`config.mk`:
```
export PLATFORM = sky130hd
export DESIGN_NAME = ch_buf
export DESIGN_NICKNAME = d
export VERILOG_FILES = /design/src/rtl/ch_buf.sv
export SDC_FILE = /design/constraint.sdc
export NUM_CORES = 1
export LEC_CHECK = 0
export BUFFER_PORTS_ARGS = -buffer_cell sky130_fd_sc_hd__buf_4
export CAP_MARGIN = 10
export CORE_MARGIN = 4
export CORE_UTILIZATION = 37
export DETAILED_ROUTE_END_ITERATION = 10
export GPL_ROUTABILITY_DRIVEN = 0
export MAX_ROUTING_LAYER = met4
export PLACE_DENSITY = 0.61
export SLEW_MARGIN = 20
export SYNTH_ARGS = -nofsm -noshare
export SYNTH_HDL_FRONTEND = slang
export SYNTH_SLANG_ARGS = --single-unit
```
`constraint.sdc`:
```
create_clock -name clk_i -period 7.3 [get_ports clk_i]
set_input_delay 0 -clock clk_i [delete_from_list [all_inputs] [get_ports clk_i]]
set_output_delay 0 -clock clk_i [all_outputs]
set_load 0.005 [all_outputs]
```
`src/rtl/ch_buf.sv`:
```
// ch_buf: 5-entry out-of-order request buffer; in_* enqueue to lowest free slot, out_* issue first eligible entry from read_ptr, bank_busy_i blocks banks, entry_valid_o/read_ptr_o/count_o expose state
module ch_buf #(
  parameter int DATA_W = 64,
  parameter int BANK_W = 2
) (
  input  logic                 clk_i,
  input  logic                 rst_i,
  input  logic                 in_valid_i,
  output logic                 in_ready_o,
  input  logic [DATA_W-1:0]    in_data_i,
  input  logic [BANK_W-1:0]    in_bank_i,
  input  logic [2**BANK_W-1:0] bank_busy_i,
  output logic                 out_valid_o,
  input  logic                 out_ready_i,
  output logic [DATA_W-1:0]    out_data_o,
  output logic [BANK_W-1:0]    out_bank_o,
  output logic [2:0]           out_entry_o,
  output logic [4:0]           entry_valid_o,
  output logic [2:0]           read_ptr_o,
  output logic [2:0]           count_o
);
  logic [DATA_W-1:0] data_q [5];
  logic [BANK_W-1:0] bank_q [5];
  logic [4:0] valid_q, elig, set_m, clr_m;
  logic [2:0] ptr_q, cnt_q, sel, wr;
  logic [2:0] rot [5];
  logic enq, deq;
  for (genvar i = 0; i < 5; i++) begin : g_rot
    logic [3:0] t;
    assign t = {1'b0, ptr_q} + 4'(i);
    assign rot[i] = t >= 4'd5 ? 3'(t - 4'd5) : t[2:0];
  end
  always_comb begin
    elig = '0;
    for (int k = 0; k < 5; k++) elig[k] = valid_q[k] & ~bank_busy_i[bank_q[k]];
  end
  always_comb begin
    sel = ptr_q;
    for (int i = 4; i >= 0; i--) if (elig[rot[i]]) sel = rot[i];
  end
  always_comb begin
    wr = '0;
    for (int k = 4; k >= 0; k--) if (!valid_q[k]) wr = 3'(k);
  end
  assign in_ready_o    = cnt_q != 3'd5;
  assign out_valid_o   = |elig;
  assign out_entry_o   = sel;
  assign out_data_o    = data_q[sel];
  assign out_bank_o    = bank_q[sel];
  assign entry_valid_o = valid_q;
  assign read_ptr_o    = ptr_q;
  assign count_o       = cnt_q;
  assign enq   = in_valid_i & in_ready_o;
  assign deq   = out_valid_o & out_ready_i;
  assign set_m = enq ? 5'(1) << wr : '0;
  assign clr_m = deq ? 5'(1) << sel : '0;
  always_ff @(posedge clk_i) begin
    if (rst_i) begin
      valid_q <= '0;
      ptr_q   <= '0;
      cnt_q   <= '0;
    end else begin
      valid_q <= (valid_q | set_m) & ~clr_m;
      ptr_q   <= deq ? (sel == 3'd4 ? 3'd0 : sel + 3'd1) : ptr_q;
      cnt_q   <= cnt_q + 3'(enq) - 3'(deq);
    end
  end
  always_ff @(posedge clk_i) begin
    if (enq) begin
      data_q[wr] <= in_data_i;
      bank_q[wr] <= in_bank_i;
    end
  end
endmodule

```
==> reports/qor.csv, run 1 <==
metric,value,unit
leakage,6.221,nW
hpwl,19800,um
clkPwrFrac,24.9,%
max_freq,184.3,MHz
cp.required,7.30,ns
die_w,209.0,um
cts_num_sinks,347,
yosysWarnings,0,
synth.area.top_cells,"edfxtp_1 68%, mux2i_1 9.2%, o221ai_2 6.2%",
area_delta_synth_final,23.03,%
io_buffers,155,
yosysSeqAreaShare,68.99,%
yosysMostFrequentCell,edfxtp_1,
r2r_setup_slack,2.45,ns
grt_max_degree,71,
synth-seq-cells,347,
routedWlPerCell,20.04,um
start_kind,flip-flop,
tritoncts,built,
skew,0.01922,ns
yosysTopAreaCellShare,67.52,%
hold_viol,0,
syn_area_per_cell,16.92,sq um
seq_power_share,33.9,%
synth_edf_count,336,
ant_nets,0,
vias,8505,
finalCritPeriodShare,74.32,%
tightest_slew,1.008,ns
switching_share,33.20,%
clkLatencyLatePin,0.52,ns
outcome,completed,
dp_slack,2.447,ns
clk_pin_slew,0.06,ns
p_switching,2.283,mW
antenna_found_initial,1,
path_max_fanout,34,
max_stage_delay,0.39,ns
power_density,373.9,mW/mm^2
cts_resized,0,
syn_area,0.01494,sq mm
irDropWorstVdd,0.0002199,V
io-pin-count,156,
post_dp_cell_area,0.01661,sq mm
fin_crit,5.425,ns
grt_overflow,0,
holdBufCountCts,68,
drt-initial-drc-count,460,
rows,73,
synth_ff_type,edfxtp_1,
synth_cells,883,
nNetsFinal,1210,
pwr-share-comb,41.3,%
setup_ws,1.875,ns
utilization,46.17,%
hold_class,in -> reg,
path_class,reg -> out,
drive_gt1_share,27.75,%
cp_slowest_cell,nand2_4,
design_area,0.01839,sq mm
slew_headroom,32.79,%
critPathCaptureType,output pin,
async_reset_ff_share,0,%
cts_root_buffer,clkbuf_16,
wirelength,33510,um
grt-busiest-layer,met2,
grt_setup_unrepaired,false,
clockBufferDepth,3,
grt_pass1_wl,51670,um
coreArea,0.03982,sq mm
grtUsageMet3,3.258,%
met1_usage,19.85,%
routed_via_density,5.087,
grt_pass1_vias,8920,
start_util,37.53,%
arrival,5.43,ns
yosys-top-cells-count,"336 x edfxtp_1, 137 x mux2i_1, 87 x nand2_1",
dieHeight,209.0,um
drcViolationCount,0,
fin_setup_tns,0,ns
use_met2,25.35,%
post_cts_buffers,0,
yosysUniqueCellTypes,77,
drv_cap,0,
synth.largest_area_cell,edfxtp_1,
cts_buffers,37,
internal-power,4.592,mW
firstDrtPassIters,5,
grtUsageTotal,15.46,%
nFillCells,3522,
whs,0.04170,ns
htreeDepth,2,
crit_chain,buf_4 -> clkinv_1 -> ha_1 -> ha_1 -> and2_1 -> mux2_1 -> a211oi_1 -> nand2_1 -> mux2i_1 -> a221o_1 -> o211a_1 -> inv_4 -> nand2_4 -> buf_12 -> o221ai_2 -> buf_4,
setup_viol,0,
design.die.area,0.04367,sq mm
slew_viol_final,0,
## flip-flops by register name, indices dropped and copies added (netlist names)
name           cells
bank_q            16
read_ptr_o         3
entry_valid_o      5
count_o            3
data_q           320
## power by group through the flow
stage	Combinational [mW]	Clock [mW]	Sequential, mW
6_report	2.84	1.71	2.33
3_3_place_gp	2.85	0	2.37
3_5_place_dp	2.88	0	2.37
4_1_cts	2.92	1.76	2.33
2_1_floorplan	1.89	0	2.37
5_1_grt	3.08	1.85	2.33
## cell families after synthesis
kind of cell | after synthesis | synth area share (%)
AND/OR/NAND/NOR | 157 | 4.865
buffers and inverters | 60 | 3.223
adder cells (fa/ha/maj) | 14 | 1.273
flip-flops | 347 | 68.99
other | 1 | 0.02509
XOR/XNOR | 3 | 0.1759
AO/OA/AOI/OAI | 149 | 10.60
multiplexers | 152 | 10.85
## cells in the final DEF, fill, tap and decap left out, drive strengths merged, types with 3 or more instances in the layout
| cell type | netlist | routed |
|---|---|---|
| nand2 | 89 | 89 |
| nor3 | 6 | 6 |
| mux4 | 7 | 7 |
| conb | 1 | 6 |
| nand2b | 11 | 11 |
| ha | 12 | 12 |
| nor2b | 6 | 6 |
| inv | 14 | 14 |
| nor2 | 22 | 22 |
| a211o | 3 | 3 |
| clkinv | 1 | 13 |
| and2 | 4 | 4 |
| a311oi | 4 | 4 |
| mux2i | 138 | 138 |
| nand3 | 6 | 6 |
| o22ai | 5 | 5 |
| a211oi | 10 | 10 |
| o21ai | 11 | 11 |
| or3 | 3 | 3 |
| a21o | 8 | 8 |
| dlygate4sd3 | 0 | 68 |
| edfxtp | 336 | 336 |
| mux2 | 7 | 7 |
| o31ai | 3 | 3 |
| clkbuf | 11 | 50 |
| dfxtp | 11 | 11 |
| o221ai | 65 | 65 |
| buf | 34 | 172 |
| a21oi | 20 | 20 |
## layout make-up
class | instances | area, sq um | share of cell area [%]
antenna | 1 | 2.502 | 0.01361
clock buffer | 50 | 996.0 | 5.417
clock inverter | 13 | 98.84 | 0.5376
inverter | 15 | 58.81 | 0.3198
multi-input combinational | 481 | 4229 | 23.00
sequential | 347 | 10310 | 56.07
tap | 525 | 656.9 | 3.573
timing repair buffer | 240 | 2034 | 11.06
## per-layer routing
layer | part of all wire [%] | wire length [um] | vias to the layer above
met5 | 0 | 0 | -
met4 | 1.8 | 592 | 0
met3 | 5.3 | 1766 | 46
met2 | 49 | 16420 | 197
met1 | 44 | 14730 | 4257
li1 | - | - | 4005
## final timing paths
path / startpoint / to / cells past startpoint
worst min register to register: count_o[1] / count_o[2] / 2
worst min-delay path: in_valid_i / entry_valid_o[0] / 4
worst max-delay path: read_ptr_o[0] / out_data_o[59] / 16
worst max register to register: read_ptr_o[0] / read_ptr_o[2] / 15
## worst max-delay path, delay by kind of cell, from the launching register on
kind	cells	cell delay [ns]
muxes	2	0.50
DFF	1	0.31
AOI/OAI and AO/OA	4	1.29
adders and majority gates	2	0.69
and+or+nand+nor	3	0.76
buffers and inverters	5	1.31
## stage by stage
step                      cells  power (mW)
after CTS                  1671       7.006
after floorplan             888       4.257
after global routing       1672       7.261
after global placement     1539       5.221
after detailed placement   1540       5.247
final                      1672       6.875
(Power assumes the default switching activity.)
==> run 2, diff against run 1 <==
--- a/config.mk
+++ b/config.mk
@@ -5,6 +5,7 @@
 export SDC_FILE = /design/constraint.sdc
 export NUM_CORES = 1
 export LEC_CHECK = 0
+export ABC_AREA = 1
 export BUFFER_PORTS_ARGS = -buffer_cell sky130_fd_sc_hd__buf_4
 export CAP_MARGIN = 10
 export CORE_MARGIN = 4
==> constraint.sdc (replaced) <==
create_clock -name clk_i -period 5.6 [get_ports clk_i]
set_input_delay 0 -clock clk_i [delete_from_list [all_inputs] [get_ports clk_i]]
set_output_delay 0 -clock clk_i [all_outputs]
set_load 0.005 [all_outputs]
==> run 2 against run 1 <==
Compared with the run above: die area up 4.1%; clock skew is 0.00072 ns lower; register-to-register slack worse by 0.80 ns; synthesized cell count grew 75%; setup slack worse by 0.75 ns; non-clock buffer count up 3; synthesized area grew 4.3%; cell area increased by 5.9%; core utilization increased by 1.1 points.
==> reports/qor.csv, run 2 <==
metric,value,unit,change
outcome,completed,,unchanged
setup_viol,0,,unchanged
grt_pass1_vias,11179,,was 8920
grtUsageTotal,17.09,%,was 15.46%
clk_pin_slew,0.06,ns,about the same
hold_class,in -> reg,,unchanged
final_common_cell,nand2_1,,was edfxtp_1
grt_pass1_wl,59710,um,was 51670 um
largest_reg_flops,320,,unchanged
crit_end,out_data_o[3],,was out_data_o[59]
grt_overflow,0,,unchanged
regMostFlops,data_q,,unchanged
hpwl,22290,um,was 19800 um
tightest_slew,1.004,ns,was 1.008 ns
area_delta_synth_final,24.92,%,was 23.03%
fin_setup_tns,0,ns,unchanged
hold_viol,0,,unchanged
firstDrtPassIters,7,,was 5
die_w,213.2,um,was 209.0 um
drt-initial-drc-count,804,,was 460
layout_common_cells,"804 x nand2_1, 336 x edfxtp_1, 170 x buf_4",,"was 336 x edfxtp_1, 167 x buf_4, 137 x mux2i_1"
r2r_setup_slack,1.65,ns,was 2.45 ns
yosysWarnings,0,,unchanged
cts_root_buffer,clkbuf_16,,unchanged
skew,0.01850,ns,was 0.01922 ns
critPathCaptureType,output pin,,unchanged
nNetsFinal,1852,,was 1210
clockBufferDepth,3,,unchanged
yosysTopAreaCellShare,64.75,%,was 67.52%
io_buffers,155,,unchanged
r2r-start,read_ptr_o[1],,was read_ptr_o[0]
finalCritPeriodShare,79.92,%,
start_util,37.82,%,was 37.53%
htreeDepth,2,,unchanged
drive_gt1_share,15.86,%,was 27.75%
rr_worst_depth,22,,was 15
synth.area.top_cells,"edfxtp_1 65%, nand2_1 19%, nand3_1 5.0%",,"was edfxtp_1 68%, mux2i_1 9.2%, o221ai_2 6.2%"
routedWlPerCell,16.46,um,was 20.04 um
post_cts_buffers,0,,unchanged
vias,11336,,was 8505
synth_edf_count,336,,unchanged
drcViolationCount,0,,unchanged
synth.largest_area_cell,edfxtp_1,,unchanged
max_freq,223.5,MHz,
cts_buffers,39,,was 37
design.die.area,0.04546,sq mm,was 0.04367 sq mm
grt_setup_unrepaired,false,,unchanged
routed_via_density,4.872,,was 5.087
arrival,4.48,ns,was 5.43 ns
cp.required,5.60,ns,was 7.30 ns
reg2reg_to,read_ptr_o[2],,unchanged
ant_nets,0,,unchanged
async_reset_ff_share,0,%,unchanged
yosys-top-cells-count,"806 x nand2_1, 336 x edfxtp_1, 155 x nand3_1",,"was 336 x edfxtp_1, 137 x mux2i_1, 87 x nand2_1"
slew_viol_final,0,,unchanged
grt_max_degree,137,,was 71
fin_crit,4.475,ns,
yosysUniqueCellTypes,35,,was 77
slew_headroom,33.08,%,was 32.79%
tritoncts,built,,unchanged
yosysMostFrequentCell,nand2_1,,was edfxtp_1
syn_area,0.01558,sq mm,was 0.01494 sq mm
startpoint,read_ptr_o[1],,was read_ptr_o[0]
path_class,reg -> out,,unchanged
io-pin-count,156,,unchanged
cts_num_sinks,347,,unchanged
synth-seq-cells,347,,unchanged
wirelength,38300,um,was 33510 um
clkLatencyLatePin,0.53,ns,was 0.52 ns
drv_cap,0,,unchanged
antenna_found_initial,4,,was 1
coreArea,0.04120,sq mm,was 0.03982 sq mm
dieHeight,213.2,um,was 209.0 um
path_max_fanout,42,,was 34
synth_ff_type,edfxtp_1,,unchanged
rows,74,,was 73
syn_area_per_cell,10.06,sq um,was 16.92 sq um
start_kind,flip-flop,,unchanged
yosysSeqAreaShare,66.16,%,was 68.99%
synth_cells,1549,,was 883
-- run 2: changes by cell type after synthesis, moves of 8 or more --
cell,previous run,this run
nand3_2,0,21
buf_2,5,36
mux2i_1,137,0
nand2_1,87,806
a21oi_1,20,7
a21o_1,8,0
nand2b_1,10,0
clkbuf_1,11,20
nand3_1,6,155
a211oi_1,8,0
o221ai_2,62,0
inv_1,10,48
-- run 2: layout make-up --
| cell class | instances | area, sq um |
|---|---|---|
| clock buffers | 46 | 1065 |
| repair buffers | 243 | 2064 |
| flip-flops and latches | 347 | 10310 |
| diodes | 4 | 10.01 |
| well taps | 532 | 665.6 |
| inverters | 56 | 210.2 |
| multi-input cells | 1077 | 4740 |
| clock inverters | 22 | 402.9 |
| fillers | 3704 | 21730 |
-- run 2: what timing repair did --
item / CTS / global route
resized for setup: 0 / 0
hold buffers: 68 / 0
hold endpoints to repair: 347 / 0
-- run 2: how the worst min path moves through the flow --
stage,end,from,cells after the start
3_3_place_gp,count_o[1],rst_i,2
5_1_grt,data_q[4][26],in_data_i[26],2
2_1_floorplan,count_o[1],rst_i,1
3_5_place_dp,count_o[1],rst_i,2
6_report,data_q[4][60],in_data_i[60],2
4_1_cts,data_q[4][60],in_data_i[60],2
-- run 2: logic make-up (layout without fill, tap and decap cells) --
group	after synthesis	after routing	share of synthesized area, %
AOI/OAI and AO/OA	34	34	1.397
xor gates and xnor gates	4	4	0.2730
adders and majority gates	14	14	1.220
buffers and inverters	130	367	4.046
DFF	347	347	66.16
other	1	10	0.02406
and+or+nand+nor	1019	1019	26.88
-- run 2: worst max-delay path, stage by stage, from the launching register on --
cell	delay, ns
dfxtp_1	0.49
ha_1	0.21
inv_1	0.06
fa_1	0.42
a21oi_1	0.29
nand2_1	0.09
nand2_1	0.12
nand2_1	0.08
nand2_1	0.07
nand2_1	0.07
nand3_1	0.13
o21ai_1	0.09
nor2_1	0.12
nand2_1	0.05
nand2_1	0.07
nand2_1	0.06
nand2_1	0.09
nand2_4	0.22
inv_2	0.53
buf_12	0.30
nand2_1	0.08
nand2_1	0.12
buf_4	0.13
-- run 2: layer usage --
layer	up-vias	GRT usage [%]	part of all wire, %
li1	5575	-	-
met1	5426	21.65	43
met2	278	28.81	50
met3	57	2.659	4.8
met4	0	4.767	2.2
met5	-	-	0
-- run 2: metrics by stage --
step | worst slack, ns | hold slack [ns] | area [sq um] | util (%) | std cells
after floorplan | -0.3119 | 0.06669 | 15610 | - | 1554
after global placement | 1.793 | 0.2102 | 17280 | 41.94 | 2186
after detailed placement | 1.671 | 0.2115 | 17280 | 41.94 | 2186
after CTS | 1.102 | 0.1895 | 19430 | 47.16 | 2322
after global routing | 0.6576 | 0.2128 | 19470 | 47.25 | 2327
final | 1.125 | 0.2259 | 19470 | 47.25 | 2327
Power of run 2 is left out: the tool's default activity adds up to more than one toggle a clock period on the data nets, which glitch-free logic cannot reach.
==> run 3, diff against run 2 <==
==> constraint.sdc (replaced) <==
create_clock -name clk_i -period 4.5 [get_ports clk_i]
set_input_delay 0 -clock clk_i [delete_from_list [all_inputs] [get_ports clk_i]]
set_output_delay 0 -clock clk_i [all_outputs]
set_load 0.005 [all_outputs]
==> run 3 against run 2 <==
Compared with the run above: sequential share of layout area grew 0.47 points; via count grew 0.70%; flip-flop and latch count is the same; core utilization shrank 0.41 points; critical path depth shrank 2; clock skew shrank 0.0025 ns; largest cell class unchanged; highest routed layer unchanged.
==> reports/qor.csv, run 3 (synthesized netlist as in run 2, its figures left out) <==
metric,value,unit,change
crit_chain,inv_1 -> ha_1 -> ha_1 -> nand2_1 -> nand2_2 -> o21ai_1 -> nand3_1 -> nand3_2 -> nand2_2 -> nand3_1 -> nand2_1 -> nand2_1 -> nand2_1 -> nand2_1 -> nand2_4 -> inv_2 -> buf_12 -> nand2_1 -> nand2_1 -> buf_4,,was ha_1 -> inv_1 -> fa_1 -> a21oi_1 -> nand2_1 -> nand2_1 -> nand2_1 -> nand2_1 -> nand2_1 -> nand3_1 -> o21ai_1 -> nor2_1 -> nand2_1 -> nand2_1 -> nand2_1 -> nand2_1 -> nand2_4 -> inv_2 -> buf_12 -> nand2_1 -> nand2_1 -> buf_4
drcViolationCount,0,,unchanged
cp_slowest_cell,dfxtp_2,,was inv_2
firstDrtPassIters,5,,was 7
clk_pin_slew,0.06,ns,about the same
nNetsFinal,1856,,was 1852
ant_nets,0,,unchanged
start_util,37.82,%,unchanged
cts_num_sinks,347,,unchanged
hpwl,22450,um,was 22290 um
hold_viol,0,,unchanged
slew_viol_final,0,,unchanged
met1_usage,22.54,%,was 21.65%
final_common_cell,nand2_1,,unchanged
cts_root_buffer,clkbuf_16,,unchanged
r2r_setup_slack,0.95,ns,was 1.65 ns
hold_class,in -> reg,,unchanged
grtUsageTotal,17.43,%,was 17.09%
path_max_fanout,62,,was 42
clkLatencyLatePin,0.52,ns,was 0.53 ns
cp_top_family,simple AND/OR/NAND/NOR gates,,unchanged
dieHeight,213.2,um,unchanged
layout_common_cells,"804 x nand2_1, 336 x edfxtp_1, 169 x buf_4",,"was 804 x nand2_1, 336 x edfxtp_1, 170 x buf_4"
arrival,4.07,ns,was 4.48 ns
regMostFlops,data_q,,unchanged
outcome,completed,,unchanged
cts_buffers,39,,unchanged
grt_pass1_vias,11258,,was 11179
drive_gt1_share,15.77,%,was 15.86%
critical_path_buf_inv_count,4,,unchanged
start_kind,flip-flop,,unchanged
clockBufferDepth,3,,unchanged
largest_reg_flops,320,,unchanged
finalCritPeriodShare,90.55,%,
antenna_found_initial,2,,was 4
cp.required,4.50,ns,was 5.60 ns
htreeDepth,2,,unchanged
grt_max_degree,75,,was 137
use_met2,29.50,%,was 28.81%
grtUsageMet3,2.483,%,was 2.659%
fin_crit,4.075,ns,
grt-busiest-layer,met2,,unchanged
wirelength,39260,um,was 38300 um
crit_path_frequent_cell,nand2_1,,unchanged
slew_headroom,41.63,%,was 33.08%
coreArea,0.04120,sq mm,unchanged
setup_viol,0,,unchanged
die_w,213.2,um,unchanged
instances_no_fill,2329,,was 2327
vias,11415,,was 11336
max_stage_delay,0.42,ns,was 0.53 ns
dp.cells,2190,,was 2186
grt_overflow,0,,unchanged
grt_pass1_wl,61040,um,was 59710 um
rows,74,,unchanged
drv_cap,0,,unchanged
io_buffers,155,,unchanged
drt-initial-drc-count,715,,was 804
design.die.area,0.04546,sq mm,unchanged
utilization,46.84,%,was 47.25%
nFillCells,3735,,was 3704
io-pin-count,156,,unchanged
routed_via_density,4.901,,was 4.872
critPathCaptureType,output pin,,unchanged
post_cts_buffers,0,,unchanged
tightest_slew,0.8755,ns,was 1.004 ns
routedWlPerCell,16.85,um,was 16.46 um
tritoncts,built,,unchanged
max_freq,245.4,MHz,
grt_setup_unrepaired,false,,unchanged
skew,0.01602,ns,was 0.01850 ns
whs,0.2312,ns,was 0.2259 ns
path_class,reg -> out,,unchanged
area_delta_synth_final,23.84,%,was 24.92%
## run 3: cell types whose count changed in the layout (fill, tap and decap cells not counted), moves of 2 or more
cell	previous run	this run
buf_6	0	2
clkbuf_1	3	8
clkinvlp_4	0	2
bufinv_16	12	2
clkinv_1	6	9
diode_2	4	2
clkinv_2	4	6
clkbuf_8	2	0
## run 3: layout make-up
class / instances / area (sq um) / share of cell area (%)
flip-flops and latches: 347 / 10310 / 53.43
clock inverters: 19 / 138.9 / 0.7197
diodes: 2 / 5.005 / 0.02593
multi-input cells: 1077 / 4760 / 24.66
repair buffers: 247 / 2152 / 11.15
clock buffers: 49 / 1056 / 5.472
well taps: 532 / 665.6 / 3.449
inverters: 56 / 210.2 / 1.089
## run 3: metrics by stage
stage | worst slack, ns | TNS (ns) | area (sq um)
2_1_floorplan | -1.412 | -183.30 | 15610
3_3_place_gp | 0.9579 | 0 | 17350
3_5_place_dp | 0.7914 | 0 | 17350
4_1_cts | 0.2175 | 0 | 19220
5_1_grt | 0.02028 | 0 | 19300
6_report | 0.4252 | 0 | 19300
## run 3: worst register-to-register path: cells and delay by family, from the launching register on
kind                     cells  cell delay (ns)
adder cells (fa/ha/maj)      3             0.91
AND/OR/NAND/NOR             16             1.67
AO/OA/AOI/OAI                1             0.13
flip-flops                   1             0.42
buffers and inverters        2             0.36
## run 3: worst paths after layout
check                     start             end  depth (start not counted)
setup / recovery  read_ptr_o[1]  out_data_o[41]                         20
hold / removal    in_data_i[32]   data_q[2][32]                          2
setup reg to reg  read_ptr_o[1]   read_ptr_o[2]                         22
hold reg to reg   read_ptr_o[1]   read_ptr_o[1]                          2
## run 3: what timing repair did
action,4_1_cts,5_1_grt
gates resized for setup,0,9
hold endpoints to repair,347,0
hold buffers,68,0
endpoints found under the setup margin,0,66
## run 3: metal layers
layer / up-vias / share of wire [%]
met5: - / 0
met4: 0 / 1.7
met3: 46 / 4.5
met2: 258 / 50
met1: 5541 / 44
li1: 5570 / -
Power of run 3 is left out for the same reason.
